### config.mk
export PLATFORM = sky130hd
export DESIGN_NAME = rv32_alu
export DESIGN_NICKNAME = d
export VERILOG_FILES = /design/src/rtl/rv32_alu.sv
export SDC_FILE = /design/constraint.sdc
export NUM_CORES = 1
export LEC_CHECK = 0
export CORE_UTILIZATION = 35
export CTS_BUF_LIST = sky130_fd_sc_hd__clkbuf_16
export DETAILED_ROUTE_END_ITERATION = 10
export PLACE_DENSITY = 0.62
export SKIP_LAST_GASP = 1
export SYNTH_ARGS = -nofsm -noshare
export SYNTH_HDL_FRONTEND = slang
export SYNTH_SLANG_ARGS = --single-unit
### constraint.sdc
create_clock -name i_clk -period 5.78 [get_ports i_clk]
set_clock_uncertainty 0.05 [all_clocks]
set_input_delay 0.867 -clock i_clk [delete_from_list [all_inputs] [get_ports i_clk]]
set_output_delay 0.867 -clock i_clk [all_outputs]
set_load 0.02 [all_outputs]
### src/rtl/rv32_alu.sv
// -----------------------------------------------------------------------------
// rv32_alu
//
// RV32 base-integer ALU for the execute stage. One of ten operations is
// computed combinationally on o_c/o_zero in the same cycle; a registered copy
// with a valid flag is offered for pipelined consumers.
//
// Optional feature macro: ALU_SLTU_EN
//   defined   : opcode 0x0A performs SLTU (unsigned set-less-than)
//   undefined : opcode 0x0A is an undefined opcode and yields o_c = 0
//
// Parameters:
//   DATA_WIDTH  operand/result width (power of two, >= 8)
//   SHAMT_W     shift-amount width taken from the low bits of i_b
//
// Ports:
//   i_clk     in   1           clock, rising edge
//   i_rst_n   in   1           asynchronous active-low reset (registered path only)
//   i_alu_op  in   6           operation select
//   i_a       in   DATA_WIDTH  operand A
//   i_b       in   DATA_WIDTH  operand B / shift amount
//   i_valid   in   1           operands valid; captures result into output register
//   o_c       out  DATA_WIDTH  combinational result
//   o_zero    out  1           combinational, 1 when o_c == 0
//   o_c_q     out  DATA_WIDTH  registered result
//   o_zero_q  out  1           registered zero flag
//   o_valid   out  1           registered i_valid
// -----------------------------------------------------------------------------
module rv32_alu #(
    parameter int DATA_WIDTH = 32,
    parameter int SHAMT_W    = $clog2(DATA_WIDTH)
) (
    input  logic                  i_clk,
    input  logic                  i_rst_n,
    input  logic [5:0]            i_alu_op,
    input  logic [DATA_WIDTH-1:0] i_a,
    input  logic [DATA_WIDTH-1:0] i_b,
    input  logic                  i_valid,
    output logic [DATA_WIDTH-1:0] o_c,
    output logic                  o_zero,
    output logic [DATA_WIDTH-1:0] o_c_q,
    output logic                  o_zero_q,
    output logic                  o_valid
);

    localparam logic [5:0] OP_ADD  = 6'h00;
    localparam logic [5:0] OP_SUB  = 6'h01;
    localparam logic [5:0] OP_AND  = 6'h02;
    localparam logic [5:0] OP_OR   = 6'h03;
    localparam logic [5:0] OP_XOR  = 6'h04;
    localparam logic [5:0] OP_SLT  = 6'h05;
    localparam logic [5:0] OP_SLL  = 6'h06;
    localparam logic [5:0] OP_SRL  = 6'h07;
    localparam logic [5:0] OP_SRA  = 6'h08;
    localparam logic [5:0] OP_INV  = 6'h09;
`ifdef ALU_SLTU_EN
    localparam logic [5:0] OP_SLTU = 6'h0A;
`endif

    // Compare results are a single bit placed in the LSB, zero-extended.
    function automatic logic [DATA_WIDTH-1:0] flag_ext(input logic f);
        flag_ext = {{(DATA_WIDTH-1){1'b0}}, f};
    endfunction

    // Signed views of the operands so SLT and SRA use signed semantics.
    logic signed [DATA_WIDTH-1:0] a_s;
    logic signed [DATA_WIDTH-1:0] b_s;
    logic        [SHAMT_W-1:0]    shamt;

    assign a_s   = i_a;
    assign b_s   = i_b;
    // Bits of i_b above SHAMT_W are deliberately ignored (RV32 shamt semantics).
    assign shamt = i_b[SHAMT_W-1:0];

    logic [DATA_WIDTH-1:0] c;

    always_comb begin
        c = '0;
        unique case (i_alu_op)
            OP_ADD:  c = i_a + i_b;
            OP_SUB:  c = i_a - i_b;
            OP_AND:  c = i_a & i_b;
            OP_OR:   c = i_a | i_b;
            OP_XOR:  c = i_a ^ i_b;
            OP_SLT:  c = flag_ext(a_s < b_s);
            OP_SLL:  c = i_a << shamt;
            OP_SRL:  c = i_a >> shamt;
            OP_SRA:  c = a_s >>> shamt;
            OP_INV:  c = ~i_a;
`ifdef ALU_SLTU_EN
            OP_SLTU: c = flag_ext(i_a < i_b);
`endif
            default: c = '0;
        endcase
    end

    assign o_c    = c;
    assign o_zero = (c == '0);

    // ---- registered output stage ----
    logic [DATA_WIDTH-1:0] c_q,    c_d;
    logic                  zero_q, zero_d;
    logic                  valid_q, valid_d;

    // Result and flag only update on a valid cycle; otherwise they hold.
    always_comb begin
        c_d     = c_q;
        zero_d  = zero_q;
        valid_d = i_valid;
        if (i_valid) begin
            c_d    = c;
            zero_d = o_zero;
        end
    end

    always_ff @(posedge i_clk or negedge i_rst_n) begin
        if (!i_rst_n) begin
            c_q     <= '0;
            zero_q  <= 1'b0;
            valid_q <= 1'b0;
        end else begin
            c_q     <= c_d;
            zero_q  <= zero_d;
            valid_q <= valid_d;
        end
    end

    assign o_c_q    = c_q;
    assign o_zero_q = zero_q;
    assign o_valid  = valid_q;

endmodule

### Yosys cells after proc, flatten, opt, wreduce, memory -nomap -nowiden

Cells that the tools add are included.

| word-level totals | value |
|---|---|
| input bits | 73 |
| ROM bits | 0 |
| memories | 0 |
| output and inout port bits | 67 |
| RAM bits | 0 |
| bits in latches | 0 |
| register bits | 34 |

| cells by class | value |
|---|---|
| $mul | 0 |
| shift-type cells | 3 |
| bitwise logic cells | 4 |
| eq/ne operators | 9 |
| magnitude comparators | 1 |
| reduce and logical (&&, ||, !) cells | 2 |
| divide/modulo/power cells | 0 |
| multiplexer cells | 1 |
| $add $sub $neg | 2 |

Operators with widths:

| kind | count |
|---|---|
| $pmux W32 S10 | 1 |
| $add A32 B32 Y32 | 1 |
| $and A32 B32 Y32 | 1 |
| $logic_not A32 Y1 | 1 |
| $lt A32 B32 Y1 | 1 |
| $not A32 Y32 | 1 |
| $or A32 B32 Y32 | 1 |
| $shl A32 B5 Y32 | 1 |
| $shr A32 B5 Y32 | 1 |
| $sshr A32 B5 Y32 | 1 |
| $sub A32 B32 Y32 | 1 |
| $xor A32 B32 Y32 | 1 |
| $eq A6 B3 Y1 const B | 4 |
| $eq A6 B2 Y1 const B | 2 |
| $eq A6 B4 Y1 const B | 2 |
| $eq A6 B1 Y1 const B | 1 |
| $logic_not A6 Y1 | 1 |

### Longest topological paths before layout

Gate-level depths: netlist of run 1.

| logic depth | value |
|---|---|
| word-level depth | 3 |
| depth in mapped cells | 19 |
| gate-level depth less buffers | 15 |

### Least setup slack after synthesis of run 1

OpenSTA, ideal clock, no wires.

| path | value |
|---|---|
| kind | in2out |
| start | input port i_b[2] |
| end | output port o_zero |
| setup slack | -0.076 ns |
| data arrival time | 4.939 ns |
| stages | 17 |
| required time | 4.863 ns |
| cells stage by stage | buf_2 inv_1 clkbuf_1 clkbuf_1 clkbuf_1 ha_1 nor2b_1 o211ai_1 a211oi_1 o21ai_1 a31oi_1 nor2_1 a2111oi_0 nor2_1 nor4_2 nand4_1 nor3_1 |

| on the way | value |
|---|---|
| word-level cells in the longest chain between the ends | 3 |
| elaborated cells between the ends (all ways) | 11 |
| classes of those cells | add/sub: 2; order compare: 1; shift: 3; mux: 1; bitwise: 3; reduce/logical: 1 |

RTL lines:

| item | RTL line | text |
|---|---|---|
| start, declared | 37 | `input logic [DATA_WIDTH-1:0] i_b,` |
| $sub A32 B32 Y32, or another cell as far along | 81 | `OP_SUB: c = i_a - i_b;` |
| $pmux W32 S10 * | 79 | `unique case (i_alu_op)` |
| via o_c[26] | 39 | `output logic [DATA_WIDTH-1:0] o_c,` |
| $logic_not A32 Y1 * | 98 | `assign o_zero = (c == '0);` |
| end, declared | 40 | `output logic o_zero,` |

The timed path passes the listed nets; every way through them passes the cells marked *.

### Final worst setup path of run 1

| path | value |
|---|---|
| start | input port i_alu_op[2] |
| end | output port o_c[26] |

| on the way | value |
|---|---|
| word-level cells in the longest chain between the ends | 2 |
| elaborated cells between the ends (all ways) | 11 |
| classes of those cells | eq/ne: 9; mux: 1; reduce/logical: 1 |

RTL lines:

| item | RTL line | text |
|---|---|---|
| start, declared | 35 | `input logic [5:0] i_alu_op,` |
| $eq A6 B4 Y1, or another cell as far along | 79 |  |
| $pmux W32 S10 * | 79 |  |
| end, declared | 39 |  |

Every way passes the cells marked *; elsewhere a longest branch is shown, timed or not.

==> run summary, run 1 <==
The flow ran to the end, but the final reports show violations. The final reports fail on setup timing. The final net count came out at 2,386. After clock tree synthesis, the clock-pin slew on the worst setup and hold paths is 0.05 ns. The switching share of power came out at 46.9%. The via count of the first global-routing pass came out at 15,500. The final route contains 16,500 vias. The count of final max-slew check failures came out at 0.

The clock latency reported for the late side of the worst-skew pair is 0.28 ns. The routability-driven placement congestion ratio is 1.08. The power density over the cells is 126 nW/um^2. Fill cells in the final layout number 3,192. Yosys printed 0 warnings. The post-route netlist has 33.8% of its cells at a drive strength greater than 1. The number of cells produced by synthesis is 1,627. The critical path's largest stage delay came out at 0.75 ns. For the worst setup path, the data required time is 4.86 ns. By startpoint and endpoint, the worst setup path is classified as input port to output pin. For this design, the slowest cell found on the critical path is sky130_fd_sc_hd__or4b_2. For this block, the routed nets add up to 70.3 mm of wire. The setup TNS is -0.00565 ns. The final worst-path cycle share is 100%. Together, buffers and inverters on the worst path number 4.

The number of clock sinks is 34. The starting density of the core is 35.5%. The post-synthesis net count is 1,799.

Walking the worst path, the cells encountered are clkdlybuf4s50_1 -> or4b_2 -> nor3_2 -> buf_4 -> a221o_1 -> nor3_1 -> nand3_1 -> a2111oi_0 -> nor2_1 -> buf_4 -> clkdlybuf4s50_1. In the routed design, unresolved DRC markers number 0. The combinational cell fraction of total power is 76.2%.

Among cell families on the critical path, the largest total delay comes from simple AND/OR/NAND/NOR gates. The post-layout utilization of the core is 55.1%. The initial antenna violation count came out at 1. STA classifies the critical path endpoint as an output pin. Of all nets on the critical path, the largest fanout is 9. The number of non-filler instances in the completed layout came out at 2,658. The post-synthesis average cell area came out at 7.09 um^2. The die outline width is 184 um. The number of placed I/O pins is 140.

The clock network burns 11.3% of the power. The maximum ir drop on the vdd rail is 118 uV. The slack of the worst reg-to-reg path came out at 4.96 ns. The final number of hold-violating endpoints was 0. In this run, CTS created clock tree buffers numbering 5. The cell sitting at the root of the clock tree is a sky130_fd_sc_hd__clkbuf_16. Measured against its own limit, the worst slew margin works out to 39.2%.

The maximum level of the CTS H-tree is 2. The overall overflow remaining after global route is 0. The setup slack at placement is -0.988 ns.

The count of flip-flops with a built-in enable after synthesis is 0. Summed over all cells, the static leakage comes to 8.11 nW. The area of the core is 32,500 um^2. After layout, the minimum clock period comes to 5.79 ns. Relative to the synthesized area, the layout overhead comes to 55.1%. The post-synthesis sequential area ratio is 7.38%. The vertical extent of the die is 184 um. Of the total power, registers draw 12.5%. The count of TritonRoute iterations in the first routing pass is 6. The floorplan row count came out at 66. In this run the power spent charging and discharging nets is 0.00106 W.

The placed cell count came out at 2,638. Derived from the worst setup path, the maximum achievable clock frequency is 173 MHz. The maximum number of buffers from clock root to sink came out at 2. The maximum number of pins on one net before global-route repair is 55. STA classifies the critical path startpoint as an input port. In this run, post-CTS hold repair placed 0 buffers.

The count of unique library cells instantiated by Yosys is 104. The final routed wire length divided by cell count came out at 26.4 um. Setup repair after global routing could not meet its margin everywhere.

The global-route wire length before repair is 101 mm. The clock tree from TritonCTS is yes. The global router's overall resource usage is 40.4%. The async set or reset register ratio after synthesis came out at 100%. Using the TritonRoute via totals, the vias-per-cell ratio works out to 6.20. The number of design-rule violations left by the first detailed-router iteration is 2,220. Along the worst hold path, the cell count comes to 2.

The worst hold path belongs to the class register to register. For this run, the leading register cell type out of synthesis is sky130_fd_sc_hd__dfrtp_1. The post-synthesis cell area is 11,500 um^2. The final total power is 0.00225 W. The transition at the pin with the smallest max-transition slack is 0.900 ns. The wire-length estimate of the detail-placed layout is 57.6 mm. The detail route stage leaves a number of antenna-violating nets equal to 0.

The worst register-to-register path has a depth of 1. The post-synthesis sequential element count is 34. Across the run, the number of max-cap violations was 0.

Setup slack on the critical path of the routed design comes to -0.00565 ns. In this run the tool buffered the top-level ports with 139 buffer cells. The final number of setup-violating endpoints is 1. The cell depth of the worst setup path is 11. The cell-internal power is 0.00119 W. The floorplan step defined a die boundary enclosing 33,700 um^2. Data on the critical path arrives at its endpoint at 4.87 ns.
-- area by class of cell --
| class | count | area, um^2 | share of cell area [%] |
|---|---|---|---|
| diodes | 1 | 2.50 | 0.0140 |
| clock buffers | 5 | 125 | 0.700 |
| clock inverters | 3 | 12.5 | 0.0700 |
| inverters | 117 | 439 | 2.46 |
| multi-input cells | 1349 | 10100 | 56.5 |
| flip-flops and latches | 34 | 851 | 4.76 |
| well taps | 442 | 553 | 3.09 |
| repair buffers | 707 | 5800 | 32.5 |
-- cell families (layout without fill, tap and decap cells) --
kind of cell	after synthesis	in the layout	share of synthesized area, %
AOI/OAI and AO/OA	567	567	34.2
xor gates and xnor gates	18	18	1.37
adders and majority gates	99	99	10.9
buffers and inverters	244	832	9.27
DFF	34	34	7.38
muxes	114	114	13.8
other	0	1	0
and+or+nand+nor	551	551	23.1
-- Yosys cell counts, types with 8 or more instances --
| cell | number | area (um^2) |
|---|---|---|
| sky130_fd_sc_hd__nor4_1 | 17 | 106 |
| sky130_fd_sc_hd__nor3_1 | 45 | 225 |
| sky130_fd_sc_hd__mux2i_1 | 45 | 450 |
| sky130_fd_sc_hd__nand2b_1 | 16 | 100 |
| sky130_fd_sc_hd__o21ai_0 | 92 | 460 |
| sky130_fd_sc_hd__mux2_1 | 9 | 101 |
| sky130_fd_sc_hd__inv_1 | 113 | 424 |
| sky130_fd_sc_hd__or3_1 | 9 | 56.3 |
| sky130_fd_sc_hd__dfrtp_1 | 34 | 851 |
| sky130_fd_sc_hd__nand4_1 | 24 | 150 |
| sky130_fd_sc_hd__and2_1 | 9 | 56.3 |
| sky130_fd_sc_hd__nor2_1 | 175 | 657 |
| sky130_fd_sc_hd__a21oi_1 | 119 | 596 |
| sky130_fd_sc_hd__a221o_1 | 8 | 80.1 |
| sky130_fd_sc_hd__buf_2 | 24 | 120 |
| sky130_fd_sc_hd__or2_2 | 8 | 50.1 |
| sky130_fd_sc_hd__mux4_2 | 27 | 608 |
| sky130_fd_sc_hd__nand3_1 | 38 | 190 |
| sky130_fd_sc_hd__or4_1 | 9 | 67.6 |
| sky130_fd_sc_hd__o221ai_1 | 20 | 175 |
| sky130_fd_sc_hd__o21bai_1 | 8 | 60.1 |
| sky130_fd_sc_hd__buf_1 | 12 | 45.0 |
| sky130_fd_sc_hd__a221oi_1 | 13 | 114 |
| sky130_fd_sc_hd__clkbuf_1 | 79 | 297 |
| sky130_fd_sc_hd__a21o_1 | 17 | 128 |
| sky130_fd_sc_hd__and3_1 | 12 | 75.1 |
| sky130_fd_sc_hd__xnor2_1 | 15 | 131 |
| sky130_fd_sc_hd__o31ai_1 | 18 | 135 |
| sky130_fd_sc_hd__o211ai_1 | 22 | 165 |
| sky130_fd_sc_hd__a211oi_1 | 39 | 293 |
| sky130_fd_sc_hd__o2111ai_1 | 8 | 70.1 |
| sky130_fd_sc_hd__a211o_1 | 8 | 70.1 |
| sky130_fd_sc_hd__ha_1 | 97 | 1210 |
| sky130_fd_sc_hd__a2111oi_0 | 11 | 96.3 |
| sky130_fd_sc_hd__o22ai_1 | 42 | 263 |
| sky130_fd_sc_hd__a22oi_1 | 19 | 143 |
| sky130_fd_sc_hd__a31oi_1 | 16 | 100 |
| sky130_fd_sc_hd__nand2_1 | 139 | 522 |
| sky130_fd_sc_hd__mux2_2 | 23 | 259 |
| sky130_fd_sc_hd__o21a_1 | 8 | 60.1 |
| sky130_fd_sc_hd__nor2b_1 | 21 | 131 |
-- state kept, by name (all words and copies together) (netlist names) --
register  count
o_c_q        32
o_valid       1
o_zero_q      1
-- path summary, 6_finish.rpt --
| path | startpoint | endpoint |
|---|---|---|
| worst max-delay path | i_alu_op[2] | o_c[26] |
| worst min register to register | o_zero_q | o_zero_q |
| max in group asynchronous | i_rst_n | o_c_q[4] |
| min in group asynchronous | i_rst_n | o_zero_q |
| worst max register to register | o_c_q[28] | o_c_q[28] |
| worst min-delay path | o_zero_q | o_zero_q |
-- metal layers --
layer / GRT usage, % / wire length (um) / up-vias
li1: - / - / 7321
met1: 54.8 / 29300 / 7898
met2: 62.4 / 30300 / 1058
met3: 7.57 / 6960 / 211
met4: 16.6 / 3710 / 0
met5: 0 / 0 / -
-- stage by stage --
step | cell area [um^2] | hold WS, ns
floorplan | 11500 | 0.521
global placement | 17200 | 0.426
global route | 17900 | 0.475
finish | 17900 | 0.447
CTS | 17400 | 0.452
detailed placement | 17200 | 0.437
-- worst min-delay path: stages, from the launching register on --
cell and delay [ns]:
sky130_fd_sc_hd__dfrtp_1 0.35, sky130_fd_sc_hd__nand2_1 0.07, sky130_fd_sc_hd__o41ai_2 0.05
-- placed cells by master, fill, tap and decap left out, types with 17 or more instances in the layout --
cell type,n
sky130_fd_sc_hd__ha_1,87
sky130_fd_sc_hd__nand2_1,139
sky130_fd_sc_hd__o21ai_0,83
sky130_fd_sc_hd__nor2b_1,20
sky130_fd_sc_hd__nor3_1,37
sky130_fd_sc_hd__nand4_1,24
sky130_fd_sc_hd__mux2_2,23
sky130_fd_sc_hd__a21o_1,17
sky130_fd_sc_hd__mux4_2,27
sky130_fd_sc_hd__o22ai_1,42
sky130_fd_sc_hd__mux2i_1,44
sky130_fd_sc_hd__inv_1,112
sky130_fd_sc_hd__a22oi_1,19
sky130_fd_sc_hd__dfrtp_1,34
sky130_fd_sc_hd__a211oi_1,31
sky130_fd_sc_hd__o221ai_1,20
sky130_fd_sc_hd__nor2_1,167
sky130_fd_sc_hd__nand3_1,36
sky130_fd_sc_hd__a21oi_1,112
sky130_fd_sc_hd__o211ai_1,22
sky130_fd_sc_hd__clkdlybuf4s50_1,127
sky130_fd_sc_hd__buf_4,557
-- power by group through the flow --
stage	Sequential, W	Clock [W]	Combinational, W
6_report	0.000280	0.000254	0.00171
5_1_grt	0.000283	0.000272	0.00179
4_1_cts	0.000280	0.000263	0.00161
3_5_place_dp	0.000284	0	0.00160
3_3_place_gp	0.000282	0	0.00160
2_1_floorplan	0.000316	0	0.000708
-- what timing repair did --
action / in CTS / in global routing
pin swaps: 6 / 16
buffers inserted: 5 / 7
resized for setup: 17 / 90
endpoints found under the setup margin: 6 / 13
endpoints found under the hold margin: 0 / 0
Power figures use the tool's default switching activity.
==> run 2: changes to the inputs <==
- CORE_ASPECT_RATIO: not set -> 0.7
==> run summary, run 2 (synthesized netlist as in run 1, its figures left out) <==
CTS placed an instance of sky130_fd_sc_hd__clkbuf_16 at the clock tree root. The multi-input logic area came out at 9950 um^2 (-1.4%). The area of the die is 33,700 um^2 (about the same). The critical path in this run is classified as input port to output pin. The maximum number of buffers from clock root to sink is 2 (unchanged). The flow ran to the end, but the final reports show violations. The placed cell count is 2,660 (+0.83%).

The minimum clock period after layout came to 5.80 ns (+0.0129 ns). The die outline width came out at 219 um (+19%). The layout overhead on the synthesized area is 56.4%. The aggregate routed wire length came to 71.6 mm (+1.9%).

STA classifies the critical path endpoint as an output pin. The number of non-filler instances in the completed layout was 2,674 (+0.60%). The maximum number of pins on one net before global-route repair is 55 (unchanged). The area of the core came out at 32,300 um^2 (-0.34%). The post-layout utilization of the core was 55.8% (+0.67 points). The number of clock sinks was 34 (unchanged). The flip-flop count of the largest register after layout came out at 32 (unchanged). The remaining antenna violation count after routing came to 0 (unchanged). The initial antenna violation count is 2 (+1). The clock tree from TritonCTS is yes.

The critical path data arrival time was 4.88 ns (about the same). The transition at the pin with the smallest max-transition slack came out at 1.05 ns (+0.151 ns). The worst setup path is launched from an input port. The starting density of the core came to 35.7% (+0.12 points).

The final routed wire length divided by cell count came out at 26.8 um (+1.3%). The overall overflow remaining after global route is 0 (unchanged). The power density over the cells was 126 nW/um^2 (+0.57%). The final worst-path cycle share came out at 100% (+0.22 points). Setup repair after global routing could not meet its margin everywhere. In the layout the commonest cells are sky130_fd_sc_hd__buf_4, sky130_fd_sc_hd__nor2_1, sky130_fd_sc_hd__nand2_1, sky130_fd_sc_hd__clkdlybuf4s50_1, sky130_fd_sc_hd__inv_1. The critical path required time came out at 4.86 ns (about the same).

The floorplan row count came out at 55 (-17%). The total of buffers placed on input and output ports came out at 139 (unchanged). Leaving out fill and tap cells, the most frequent cell in the layout is sky130_fd_sc_hd__buf_4. The relative max-transition margin came out at 29.5% (-9.7 points).

The global-route wire length before repair came out at 103 mm (+2.2%). The maximum ir drop on the vdd rail came out at 120 uV (+2.1%). The highest clock frequency the design can meet was 172 MHz (-0.22%). The number of placed I/O pins is 140 (unchanged). The total inserted antenna cells came out at 0 (-1). The total CTS buffers came out at 5 (unchanged). The maximum fanout along the worst path was 6 (-3). The via density per instance came out at 6.24 (+0.60%). The global router's overall resource usage came out at 41.4% (+1.1 points).

The final number of setup-violating endpoints is 1 (unchanged). The maximum level of the CTS H-tree came out at 2 (unchanged). The post-CTS clock slew at the launch and capture registers of the worst setup and hold paths is 0.06 ns (about the same).

The via count of the first global-routing pass is 15,300 (-1.2%). The number of design-rule violations left by the first detailed-router iteration is 2,438 (+9.8%). The tightest min-delay check is of the register to register type. The fill cell instance count of the final layout came out at 3,169 (-0.72%).

The final number of hold-violating endpoints came out at 0 (unchanged). The leakage power came out at 8.27 nW (+2.0%). The via total after detailed routing came to 16,700 (+1.2%). The combined flip-flop and latch cell area came out at 851 um^2 (unchanged).

The number of max-capacitance violations reported was 0 (unchanged). The count of TritonRoute iterations in the first routing pass was 5 (-1). The worst setup slack after layout is -0.0186 ns (-0.0129 ns). The vertical extent of the die was 154 um (-16%). The count of final max-slew check failures is 0 (unchanged). The final net count came out at 2,418 (+1.3%). The sum of net half-perimeters after detailed placement came out at 60.3 mm (+4.6%).

The routability-driven placement congestion ratio came to 1.08 (-0.33%). The clock latency reported for the late side of the worst-skew pair came out at 0.28 ns (about the same). The checks that failed: setup timing. The residual DRC count came out at 0 (unchanged).

The fraction of layout cells with a size suffix above 1 is 34.1% (+0.32 points).
-- run 2: changes by cell type in the layout (fill, tap and decap cells not counted), sizes merged --
| cell | change |
|---|---|
| buf | +33 |
| clkdlybuf4s50 | +1 |
| clkinvlp | +1 |
| diode | -1 |
| dlygate4sd2 | -1 |
| dlymetal6s2s | -1 |
| inv | -1 |
-- run 2: worst max-delay path, cell delays in order --
cell and delay [ns]:
sky130_fd_sc_hd__clkdlybuf4s50_1 0.47, sky130_fd_sc_hd__buf_4 0.19, sky130_fd_sc_hd__buf_4 0.13, sky130_fd_sc_hd__or4_1 0.53
sky130_fd_sc_hd__nor2_1 0.31, sky130_fd_sc_hd__buf_4 0.18, sky130_fd_sc_hd__a311oi_1 0.09, sky130_fd_sc_hd__buf_4 0.16
sky130_fd_sc_hd__a211oi_1 0.67, sky130_fd_sc_hd__a211o_1 0.30, sky130_fd_sc_hd__nor4b_4 0.07, sky130_fd_sc_hd__buf_4 0.14
sky130_fd_sc_hd__buf_4 0.14, sky130_fd_sc_hd__inv_1 0.04, sky130_fd_sc_hd__clkdlybuf4s50_1 0.59
-- run 2: through the flow --
step,total power (W),setup slack [ns],instance area [um^2],hold WS [ns],TNS [ns]
floorplan,0.00102,0.0817,11500,0.521,0
global placement,0.00191,-1.07,17500,0.425,-2.19
detailed placement,0.00191,-1.12,17500,0.441,-2.53
CTS,0.00220,-0.0385,17800,0.456,-0.0385
global route,0.00238,-0.0633,18000,0.480,-0.151
finish,0.00228,-0.0186,18000,0.453,-0.0186
-- run 2: power breakdown --
group          leakage, nW  internal [W]  switching (W)  total, W
Combinational         7.79      0.000782       0.000954   0.00174
Clock               0.0672      0.000157       0.000108  0.000266
Sequential           0.413      0.000265      0.0000143  0.000279
-- run 2: path summary, 6_finish.rpt --
| check | startpoint | endpoint | slack (ns) | cells past startpoint |
|---|---|---|---|---|
| max in group asynchronous | i_rst_n | o_c_q[16] | 4.54 | 1 |
| min | o_c_q[10] | o_c_q[10] | 0.45 | 2 |
| min in group asynchronous | i_rst_n | o_c_q[31] | 0.61 | 1 |
| max | i_alu_op[4] | o_c[20] | -0.02 | 15 |
| min reg2reg | o_c_q[10] | o_c_q[10] | 0.45 | 2 |
| max reg2reg | o_c_q[1] | o_c_q[1] | 4.96 | 1 |
-- run 2: cell type report --
class | instances | area share, %
multi-input combinational | 1349 | 55.2
timing repair buffer | 739 | 33.9
sequential | 34 | 4.72
tap | 427 | 2.96
inverter | 117 | 2.43
clock buffer | 5 | 0.694
clock inverter | 3 | 0.0902
-- run 2: routing by layer --
layer,routed length [um],vias to the layer above,global-route usage [%]
met5,93,-,1.59
met4,1880,6,8.37
met3,9830,118,13.5
met2,27700,1185,56.9
met1,32100,7985,61.6
li1,-,7393,-
-- run 2: repair_timing --
action                     CTS  global route
hold buffers                 0             0
pin swaps                    2            16
cloned                       0             0
setup endpoints to repair    6            12
setup buffers                1             5
resized for setup           26            52
